## src/rtl/clk_profiler.sv

```systemverilog
// clk_profiler: measures phase, high time, low time and period of an asynchronous input
module clk_profiler #(
  parameter int CNT_W    = 16,
  parameter int SYNC_STG = 2
) (
  input  logic             clk,
  input  logic             rst,
  input  logic             start,
  input  logic             sig_in,
  output logic [CNT_W-1:0] phase_cnt,
  output logic [CNT_W-1:0] ton_cnt,
  output logic [CNT_W-1:0] toff_cnt,
  output logic [CNT_W:0]   period_cnt,
  output logic             meas_valid,
  output logic             busy,
  output logic             timeout
);
  typedef enum logic [1:0] {IDLE, WAIT_RISE, MEAS_HIGH, MEAS_LOW} state_t;
  state_t              state_q, state_d;
  logic [SYNC_STG-1:0] sync_q;
  logic                hist_q;
  logic [CNT_W:0]      cnt_q, cnt_d;
  logic [CNT_W-1:0]    phase_q, phase_d, ton_q, ton_d;
  logic [CNT_W-1:0]    phase_o_q, ton_o_q, toff_o_q;
  logic [CNT_W:0]      period_q;
  logic                mv_q, to_q, pub, tmo, rise, fall, expired;
  logic [CNT_W-1:0]    el;
  assign rise    = sync_q[SYNC_STG-1] & ~hist_q;
  assign fall    = ~sync_q[SYNC_STG-1] & hist_q;
  assign el      = cnt_q[CNT_W-1:0];
  // cnt_q holds edges elapsed since the interval origin; its top bit means no event in range
  assign expired = cnt_q[CNT_W];
  always_comb begin
    state_d = state_q;
    cnt_d   = (state_q == IDLE) ? cnt_q : cnt_q + 1'b1;
    phase_d = phase_q;
    ton_d   = ton_q;
    pub     = 1'b0;
    tmo     = 1'b0;
    unique case (state_q)
      IDLE: if (start && !mv_q && !to_q) begin
        state_d = WAIT_RISE;
        cnt_d   = (CNT_W+1)'(1);
      end
      WAIT_RISE: if (expired) begin
        tmo     = 1'b1;
        state_d = IDLE;
      end else if (rise) begin
        phase_d = el;
        cnt_d   = (CNT_W+1)'(1);
        state_d = MEAS_HIGH;
      end
      MEAS_HIGH: if (expired) begin
        tmo     = 1'b1;
        state_d = IDLE;
      end else if (fall) begin
        ton_d   = el;
        cnt_d   = (CNT_W+1)'(1);
        state_d = MEAS_LOW;
      end
      MEAS_LOW: if (expired) begin
        tmo     = 1'b1;
        state_d = IDLE;
      end else if (rise) begin
        pub     = 1'b1;
        state_d = IDLE;
      end
    endcase
  end
  always_ff @(posedge clk) begin
    if (rst) begin
      sync_q    <= '0;
      hist_q    <= 1'b0;
      state_q   <= IDLE;
      cnt_q     <= '0;
      phase_q   <= '0;
      ton_q     <= '0;
      phase_o_q <= '0;
      ton_o_q   <= '0;
      toff_o_q  <= '0;
      period_q  <= '0;
      mv_q      <= 1'b0;
      to_q      <= 1'b0;
    end else begin
      sync_q  <= {sync_q[SYNC_STG-2:0], sig_in};
      hist_q  <= sync_q[SYNC_STG-1];
      state_q <= state_d;
      cnt_q   <= cnt_d;
      phase_q <= phase_d;
      ton_q   <= ton_d;
      mv_q    <= pub;
      to_q    <= tmo;
      if (pub) begin
        phase_o_q <= phase_q;
        ton_o_q   <= ton_q;
        toff_o_q  <= el;
        period_q  <= {1'b0, ton_q} + {1'b0, el};
      end
    end
  end
  assign phase_cnt  = phase_o_q;
  assign ton_cnt    = ton_o_q;
  assign toff_cnt   = toff_o_q;
  assign period_cnt = period_q;
  assign meas_valid = mv_q;
  assign timeout    = to_q;
  assign busy       = state_q != IDLE;
endmodule

```

## config.mk

```make
export PLATFORM = sky130hd
export DESIGN_NAME = clk_profiler
export DESIGN_NICKNAME = d
export VERILOG_FILES = /design/src/rtl/clk_profiler.sv
export SDC_FILE = /design/constraint.sdc
export NUM_CORES = 1
export LEC_CHECK = 0
export CELL_PAD_IN_SITES_DETAIL_PLACEMENT = 0
export CELL_PAD_IN_SITES_GLOBAL_PLACEMENT = 2
export CORE_ASPECT_RATIO = 0.75
export CORE_UTILIZATION = 34
export CTS_BUF_LIST = sky130_fd_sc_hd__clkbuf_16
export CTS_CLUSTER_DIAMETER = 60
export DETAILED_ROUTE_END_ITERATION = 8
export PLACE_DENSITY_LB_ADDON = 0.1
export SYNTH_ARGS = -nofsm -noshare
export SYNTH_HDL_FRONTEND = slang
export SYNTH_SLANG_ARGS = --single-unit
```

## constraint.sdc

```tcl
create_clock -name clk -period 6 [get_ports clk]
set_clock_uncertainty 0.2 [all_clocks]
set_input_delay 1.5 -clock clk [delete_from_list [all_inputs] [get_ports clk]]
set_output_delay 1.5 -clock clk [all_outputs]
set_load 0.02 [all_outputs]
```

==> results.json, run 1 <==
{
  "synth.area.top_cells": "dfxtp_1, nand2_1, a21oi_1",
  "ys_async_sr_fraction_pct": 0,
  "hold_end": "sync_q[1]",
  "die_y_um": 109,
  "maxCapViolations": 0,
  "synth-main-ff-cell": "dfxtp_1",
  "place_hpwl_um": 9800,
  "ctsHoldBuffers": 0,
  "powerDensity_nw_per_um2": 276,
  "vias": 4534,
  "status": "finished, final reports clean",
  "via_per_inst": 4.90,
  "final_cell_mix": "nand2_1, a21oi_1, dfxtp_1",
  "antenna_found_initial": 0,
  "ios": 72,
  "min-delay-start": "sync_q[0]",
  "root_buffer": "clkbuf_16",
  "path_class": "flop to output port",
  "antenna_cells": 0,
  "multi_input_area_um2": 2570,
  "final_util_pct": 44.7,
  "cts.htree.levels": 4,
  "ant_nets": 0,
  "wl_per_cell_um": 15.9,
  "tightest_slew_ns": 1.11,
  "seq_area_frac_synth_pct": 46.7,
  "cts_resized": 0,
  "dr.first_iter.drc_count": 287,
  "setup_violations": 0,
  "maxSlewViolCount": 0,
  "clock-sinks": 121,
  "ys_types": 47,
  "yosys_warnings": 0,
  "nets": 735,
  "seqCellArea_um2": 2420,
  "p_leak_uw": 0.00227,
  "fin_crit_sh_pct": 60.9,
  "syn_area_per_cell_um2": 7.89,
  "die_width_um": 145,
  "io_buffer_count": 71,
  "ys_ff_latch": 121,
  "end_kind": "output port",
  "final_common_cell": "nand2_1",
  "yosysTopAreaCellShare_pct": 46.7,
  "whs_path_depth": 1,
  "total_power_uw": 1810,
  "cts_buffer_depth": 2,
  "grt_pass1_wl_um": 23300,
  "routed.top_layer": "met4",
  "r2r_cells": 7,
  "clkTransAtPathRegs_ns": 0.05,
  "cp_max_fo": 12,
  "post_cts_buffers": 0,
  "wl_um": 14700,
  "drc": 0,
  "grt_max_degree": 60,
  "synth_top_cell_by_area": "dfxtp_1",
  "fillCellCount": 1470,
  "finalCriticalPeriod_ns": 3.65,
  "hold_viol_final": 0,
  "crit_required_ns": 4.30,
  "firstDrtPassIters": 4,
  "fmax_mhz": 274,
  "slew-limit-headroom_pct": 25.5,
  "critical_path_arrival_ns": 1.95,
  "met1Wirelength_um": 7990,
  "die-area_um2": 15800,
  "vdd_drop_max_mv": 0.193,
  "coreArea_um2": 14700,
  "num_rows": 38,
  "initial_core_util_pct": 35.3,
  "rsz0062_at_grt": "no",
  "grt_pass1_vias": 4329,
  "reg2reg_slack_ns": 3.32,
  "drive_gt1_share_pct": 5.79,
  "cts_buffers": 17,
  "syn_inst": 658,
  "area_delta_synth_final_pct": 26.5,
  "wl_met2_um": 6020,
  "hold_path_class": "flop to flop",
  "synth_nets": 680,
  "clkLatencyLatePin_ns": 0.41,
  "r2r-start": "cnt_q[6]",
  "start_kind": "flop",
  "place_ws_ns": 2.59,
  "finalSetupTns_ns": 0,
  "gp_congestion": 0.838,
  "syn_area_um2": 5190,
  "cts_tree": "built",
  "grt_usage_pct": 20.0,
  "r2r_end": "period_cnt[15]",
  "worst_slack_ns": 2.35,
  "grt_overflow": 0,
  "synth_edf_count": 0,
  "dr_wl_met3_um": 528
}
area by class of cell:
type | instances | share of cell area [%]
flip-flops and latches | 121 | 36.9
clock inverters | 15 | 1.85
repair buffers | 75 | 11.3
multi-input cells | 488 | 39.1
well taps | 200 | 3.81
clock buffers | 17 | 6.48
inverters | 10 | 0.572
report_power, final:
group	switching [uW]	leakage (uW)	total [uW]	internal, uW
clock	355	0.000283	950	596
sequential	7.38	0.000975	814	807
combinational	33.8	0.00101	45.8	12.0
cells by family (layout without fill, tap and decap cells):
family | count (synthesis) | in the layout | synth area share, %
muxes | 3 | 3 | 0.579
DFF | 121 | 121 | 46.7
AOI/OAI and AO/OA | 169 | 169 | 18.3
adders and majority gates | 18 | 18 | 4.49
and+or+nand+nor | 283 | 283 | 23.4
buffers and inverters | 49 | 117 | 4.05
xor gates and xnor gates | 15 | 15 | 2.53
worst max-delay path, stage by stage, from the launching register on:
cell	delay, ns
dfxtp_1	0.59
nor2_1	0.19
inv_1	0.15
clkdlybuf4s50_1	0.62
through the flow:
stage               std cells  hold slack, ns  area (um2)
finish                    926           0.248        6560
global route              926           0.268        6560
CTS                       926           0.246        6560
detailed placement        894           0.234        6010
global placement          894           0.234        6010
floorplan                 658           0.214        5190
metal layers:
layer,track usage (%),up-vias
met1,29.5,2086
met2,28.3,90
met5,0,-
li1,-,2345
met4,5.49,0
met3,5.09,13
worst max path at each step:
stage / slack (ns) / from / end / cells after the start
global placement: 2.64 / rst / period_cnt[15] / 4
CTS: 2.35 / state_q[0] / busy / 3
global route: 2.19 / state_q[1] / busy / 3
finish: 2.35 / state_q[1] / busy / 3
floorplan: 3.30 / rst / phase_cnt[0] / 4
detailed placement: 2.59 / rst / period_cnt[15] / 4
cell usage after synthesis, types with 5 or more instances:
library cell	instances
a21oi_1	121
buf_2	15
clkbuf_1	22
dfxtp_1	121
ha_1	17
inv_1	10
nand2_1	199
nand3_1	12
nor2_1	30
nor2b_1	5
nor3_1	7
nor3b_1	5
o21a_1	6
o21ai_0	14
or3_1	5
xnor2_1	9
xor2_1	6
state kept, by name, summed over array words and instances (netlist names):
signal / flops
cnt_q: 17
state_q: 2
toff_cnt: 16
meas_valid: 1
hist_q: 1
phase_q: 16
timeout: 1
phase_cnt: 16
ton_cnt: 16
sync_q: 2
period_cnt: 17
ton_q: 16
Note: power is estimated with default switching activity, not from simulation.
==> run 2: changes to the inputs <==
--- a/config.mk
+++ b/config.mk
@@ -8,7 +8,7 @@
 export CELL_PAD_IN_SITES_DETAIL_PLACEMENT = 0
 export CELL_PAD_IN_SITES_GLOBAL_PLACEMENT = 2
 export CORE_ASPECT_RATIO = 0.75
-export CORE_UTILIZATION = 34
+export CORE_UTILIZATION = 29
 export CTS_BUF_LIST = sky130_fd_sc_hd__clkbuf_16
 export CTS_CLUSTER_DIAMETER = 60
 export DETAILED_ROUTE_END_ITERATION = 8
==> constraint.sdc (replaced) <==
create_clock -name clk -period 3.3 [get_ports clk]
set_clock_uncertainty 0.2 [all_clocks]
set_input_delay 0.825 -clock clk [delete_from_list [all_inputs] [get_ports clk]]
set_output_delay 0.825 -clock clk [all_outputs]
set_load 0.02 [all_outputs]
==> results.json, run 2 (synthesis results as in run 1) <==
{
  "nets": 752,
  "finalCriticalPeriod_ns": 3.02,
  "p_int_uw": 2740,
  "min-delay-start": "sync_q[0]",
  "p_leak_uw": 0.00236,
  "num_rows": 41,
  "crit_required_ns": 2.27,
  "grt_usage_pct": 17.9,
  "drive_gt1_share_pct": 8.34,
  "r2r_cells": 8,
  "cts_resized": 0,
  "hold_viol_final": 0,
  "clock-sinks": 121,
  "drc": 0,
  "cp_max_fo": 11,
  "sw_frac_of_total_pct": 22.0,
  "clkLatencyLatePin_ns": 0.42,
  "p_seq_share_pct": 42.1,
  "gp_congestion": 0.852,
  "status": "finished, final reports clean",
  "clkTransAtPathRegs_ns": 0.06,
  "place_ws_ns": 0.602,
  "via_per_inst": 4.79,
  "place_hpwl_um": 11200,
  "antenna_found_initial": 0,
  "dr.first_iter.drc_count": 290,
  "io_buffer_count": 71,
  "cts.htree.levels": 4,
  "fmax_mhz": 331,
  "wl_um": 15500,
  "tightest_slew_ns": 0.698,
  "powerDensity_nw_per_um2": 516,
  "grt_pass1_vias": 4529,
  "ctsHoldBuffers": 0,
  "firstDrtPassIters": 5,
  "vias": 4690,
  "hold_path_class": "flop to flop",
  "whs_path_depth": 1,
  "die_y_um": 118,
  "start_kind": "flop",
  "path_class": "flop to output port",
  "critical_path_arrival_ns": 1.99,
  "final_cells": 979,
  "worst_slack_ns": 0.280,
  "post_cts_buffers": 0,
  "seqCellArea_um2": 2420,
  "r2r-start": "cnt_q[0]",
  "finalSetupTns_ns": 0,
  "cts_tree": "built",
  "design_area_um2": 6800,
  "end_kind": "output port",
  "r2r_end": "period_cnt[10]",
  "power_frac_clock_pct": 55.4,
  "cts_buffer_depth": 2,
  "wl_per_cell_um": 15.8,
  "antenna_cells": 0,
  "cts_buffers": 17,
  "coreArea_um2": 17100,
  "crit_path_start": "state_q[0]",
  "final_cell_mix": "nand2_1, a21oi_1, dfxtp_1",
  "root_buffer": "clkbuf_16",
  "grt_pass1_wl_um": 25300,
  "fillCellCount": 1814,
  "rsz0062_at_grt": "no",
  "combPwrFrac_pct": 2.4,
  "placed_area_um2": 6190,
  "maxSlewViolCount": 0,
  "netSwitchingPower_uw": 771,
  "grt_overflow": 0,
  "multi_input_area_um2": 2570,
  "initial_core_util_pct": 30.3,
  "reg2reg_slack_ns": 0.66,
  "vdd_drop_max_mv": 0.304,
  "grt_max_degree": 52,
  "dp_cells": 947,
  "area_delta_synth_final_pct": 31.0,
  "die-area_um2": 18400,
  "hold_end": "sync_q[1]",
  "slew-limit-headroom_pct": 53.3,
  "maxCapViolations": 0,
  "die_width_um": 156,
  "fin_crit_sh_pct": 91.5,
  "ios": 72,
  "ant_nets": 0,
  "setup_violations": 0,
  "final_common_cell": "nand2_1"
}
==> run 2: worst max-delay path by stage <==
stage | end | slack (ns)
after floorplan | period_cnt[10] | 1.10
after global placement | cnt_q[7] | 0.67
after detailed placement | cnt_q[10] | 0.60
after CTS | busy | 0.28
after global routing | busy | 0.13
final | busy | 0.28
==> run 2: area by class of cell <==
cell class                      instances  share of cell area, %
Timing Repair Buffer                   92                   12.7
Clock buffer                           17                   6.26
Multi-Input combinational cell        488                   37.8
Sequential cell                       121                   35.6
Tap cell                              236                   4.34
Inverter                               10                  0.552
Clock inverter                         15                   2.71
==> run 2: power by group through the flow <==
stage / clock network [uW] / logic [uW] / registers [uW]
after floorplan: 0 / 65.3 / 1500
after global placement: 0 / 86.3 / 1510
after detailed placement: 0 / 86.7 / 1510
after CTS: 1990 / 87.4 / 1480
after global routing: 2060 / 95.9 / 1480
final: 1940 / 85.8 / 1480
==> run 2: metrics by stage <==
stage	total power, uW	util [%]	hold WS (ns)
6_report	3510	39.7	0.237
5_1_grt	3640	39.7	0.258
4_1_cts	3550	39.7	0.244
3_5_place_dp	1600	36.1	0.230
3_3_place_gp	1600	36.1	0.225
2_1_floorplan	1570	-	0.214
==> run 2: critical path: stages (launching register included) <==
cell	delay, ns
dfxtp_1	0.58
nor2_1	0.20
inv_1	0.16
clkdlybuf4s50_1	0.63
==> run 2: metal layers <==
layer	vias to the layer above	wire, um	track usage [%]
met4	0	108	4.78
met3	6	708	4.68
met5	-	0	0
met2	94	6300	24.7
met1	2218	8350	26.9
li1	2372	-	-
==> run 3: changes to the inputs <==
--- a/config.mk
+++ b/config.mk
@@ -12,6 +12,7 @@
 export CTS_BUF_LIST = sky130_fd_sc_hd__clkbuf_16
 export CTS_CLUSTER_DIAMETER = 60
 export DETAILED_ROUTE_END_ITERATION = 8
+export HOLD_SLACK_MARGIN = 0.12
 export PLACE_DENSITY_LB_ADDON = 0.1
 export SYNTH_ARGS = -nofsm -noshare
 export SYNTH_HDL_FRONTEND = slang
==> results of run 3 <==
The final DEF is identical to that of run 2; final timing and power are the same.
==> RTL edit (settings of run 2) <==
Encoding of `state_t`: now one-hot (4 bits for 4 states).
--- a/src/rtl/clk_profiler.sv
+++ b/src/rtl/clk_profiler.sv
@@ -15,7 +15,7 @@
   output logic             busy,
   output logic             timeout
 );
-  typedef enum logic [1:0] {IDLE, WAIT_RISE, MEAS_HIGH, MEAS_LOW} state_t;
+  typedef enum logic [3:0] {IDLE = 4'b0001, WAIT_RISE = 4'b0010, MEAS_HIGH = 4'b0100, MEAS_LOW = 4'b1000} state_t;
   state_t              state_q, state_d;
   logic [SYNC_STG-1:0] sync_q;
   logic                hist_q;
Behaviour: no difference found for any inputs over 10 cycles, from zero or initial values and one cycle with rst high; not proved beyond that.
==> RTL edit against run 2 <==
  * Area after synthesis is 6.3% higher
  * Critical path depth stayed put
  * Wire length is 8.1% higher
  * Sequential cell count is 2 higher
  * Hold slack better by 0.0025 ns
  * Cell area is 5.0% higher
  * Worst setup slack better by 0.17 ns
  * Critical path type unchanged
Power is not compared: it rests on default switching activity, and its combinational part moved more than twofold at a synthesized area within 25%.
==> RTL edit: results (changes against run 2) <==
Worst Max-Slew Pin Slew=0.766 ns (+0.0678 ns); register area share after synthesis=0.446 (-0.0205); crit-path max FO=10 (-1); Starting DRT DRC Count=271 (-6.6%); Clock Tree Buf Depth=2 (unchanged); gpl congestion=0.795 (-6.6%); vias per inst=4.97 (+3.7%); Synth cell types=61 (+30%); met1 usage=0.243 (-0.0259); CP startpoint=state_q[2]; pwr/cell area=around 510 mW/mm^2; sequential power share=0.420; status=finished clean; syn_nets=677 (-0.44%); hold_sp=sync_q[0]; met2 track demand over resource=0.275 (+0.0281); fillers=1915 (+5.6%); WL/cell=17.0 um (+7.4%); worst-case reg-to-reg path depth=7 (-1); nets=749 (-0.40%); GRT Util Overall=0.177 (-0.00171); Post-Route WL=16700 um (+8.1%); Clock Latency Late Sink=0.42 ns (about the same); DP Wirelength=11900 um (+6.5%); most instantiated cells after synthesis=nand2_1 (129), dfxtp_1 (123), a21oi_1 (79); CP Data Arrival Time=1.83 ns (-0.16 ns); Synth area leaders=dfxtp_1 (45%), nand2_1 (8.8%), a21oi_1 (7.2%); Finished Core Util=0.384 (-0.0124); area post-placement=0.00653 sq mm (+5.6%); share of layout cells above drive strength 1=0.0880 (+0.00451); met3 usage=0.0393 (-0.00746); largest net degree at the start of global routing=50 (-3.8%); first-pass GRT wire length=26200 um (+3.8%); DP Cell Count=955 (+0.84%); Syn Area/Cell=8.42 sq um (+6.8%); number of global-route vias before repair=4740 (+4.7%)
[RTL edit: final timing paths]
check	end	slack, ns
setup / recovery	busy	0.45
hold / removal	sync_q[1]	0.24
setup reg to reg	period_cnt[12]	0.60
hold reg to reg	sync_q[1]	0.24
[RTL edit: metal layers]
| metal | routed length [um] | vias up |
|---|---|---|
| met5 | 0 | - |
| met4 | 158 | 0 |
| met3 | 657 | 15 |
| met2 | 7510 | 110 |
| met1 | 8410 | 2316 |
| li1 | - | 2456 |
[RTL edit: kinds of logic after synthesis]
group | share of synthesized area
AOI/OAI and AO/OA | 0.166
xor gates and xnor gates | 0.0175
adders and majority gates | 0.0422
buffers and inverters | 0.0370
DFF | 0.446
muxes | 0.0581
and+or+nand+nor | 0.233
[RTL edit: worst max-delay path, cell delays in order (launching register included)]
cell	delay [ns]
dfxtp_1	0.41
nor4b_4	0.53
inv_2	0.20
dlymetal6s2s_1	0.26
[RTL edit: per-stage QoR]
| step | hold slack, ns | setup WS, ns |
|---|---|---|
| 2_1_floorplan | 0.214 | 0.912 |
| 3_5_place_dp | 0.224 | 0.383 |
| 6_report | 0.240 | 0.446 |
| 4_1_cts | 0.238 | 0.0950 |
| 3_3_place_gp | 0.217 | 0.432 |
| 5_1_grt | 0.268 | 0.301 |
[RTL edit: cell type report]
cell class | instances | share of cell area
Multi-Input combinational cell | 485 | 0.400
Tap cell | 247 | 0.0433
Clock buffer | 17 | 0.0596
Inverter | 9 | 0.00474
Clock inverter | 14 | 0.0242
Sequential cell | 123 | 0.345
Timing Repair Buffer | 91 | 0.122
[RTL edit: what timing repair did]
item | CTS | global route
hold buffers | 0 | 0
resized for setup | 0 | 1
setup endpoints to repair | 0 | 1
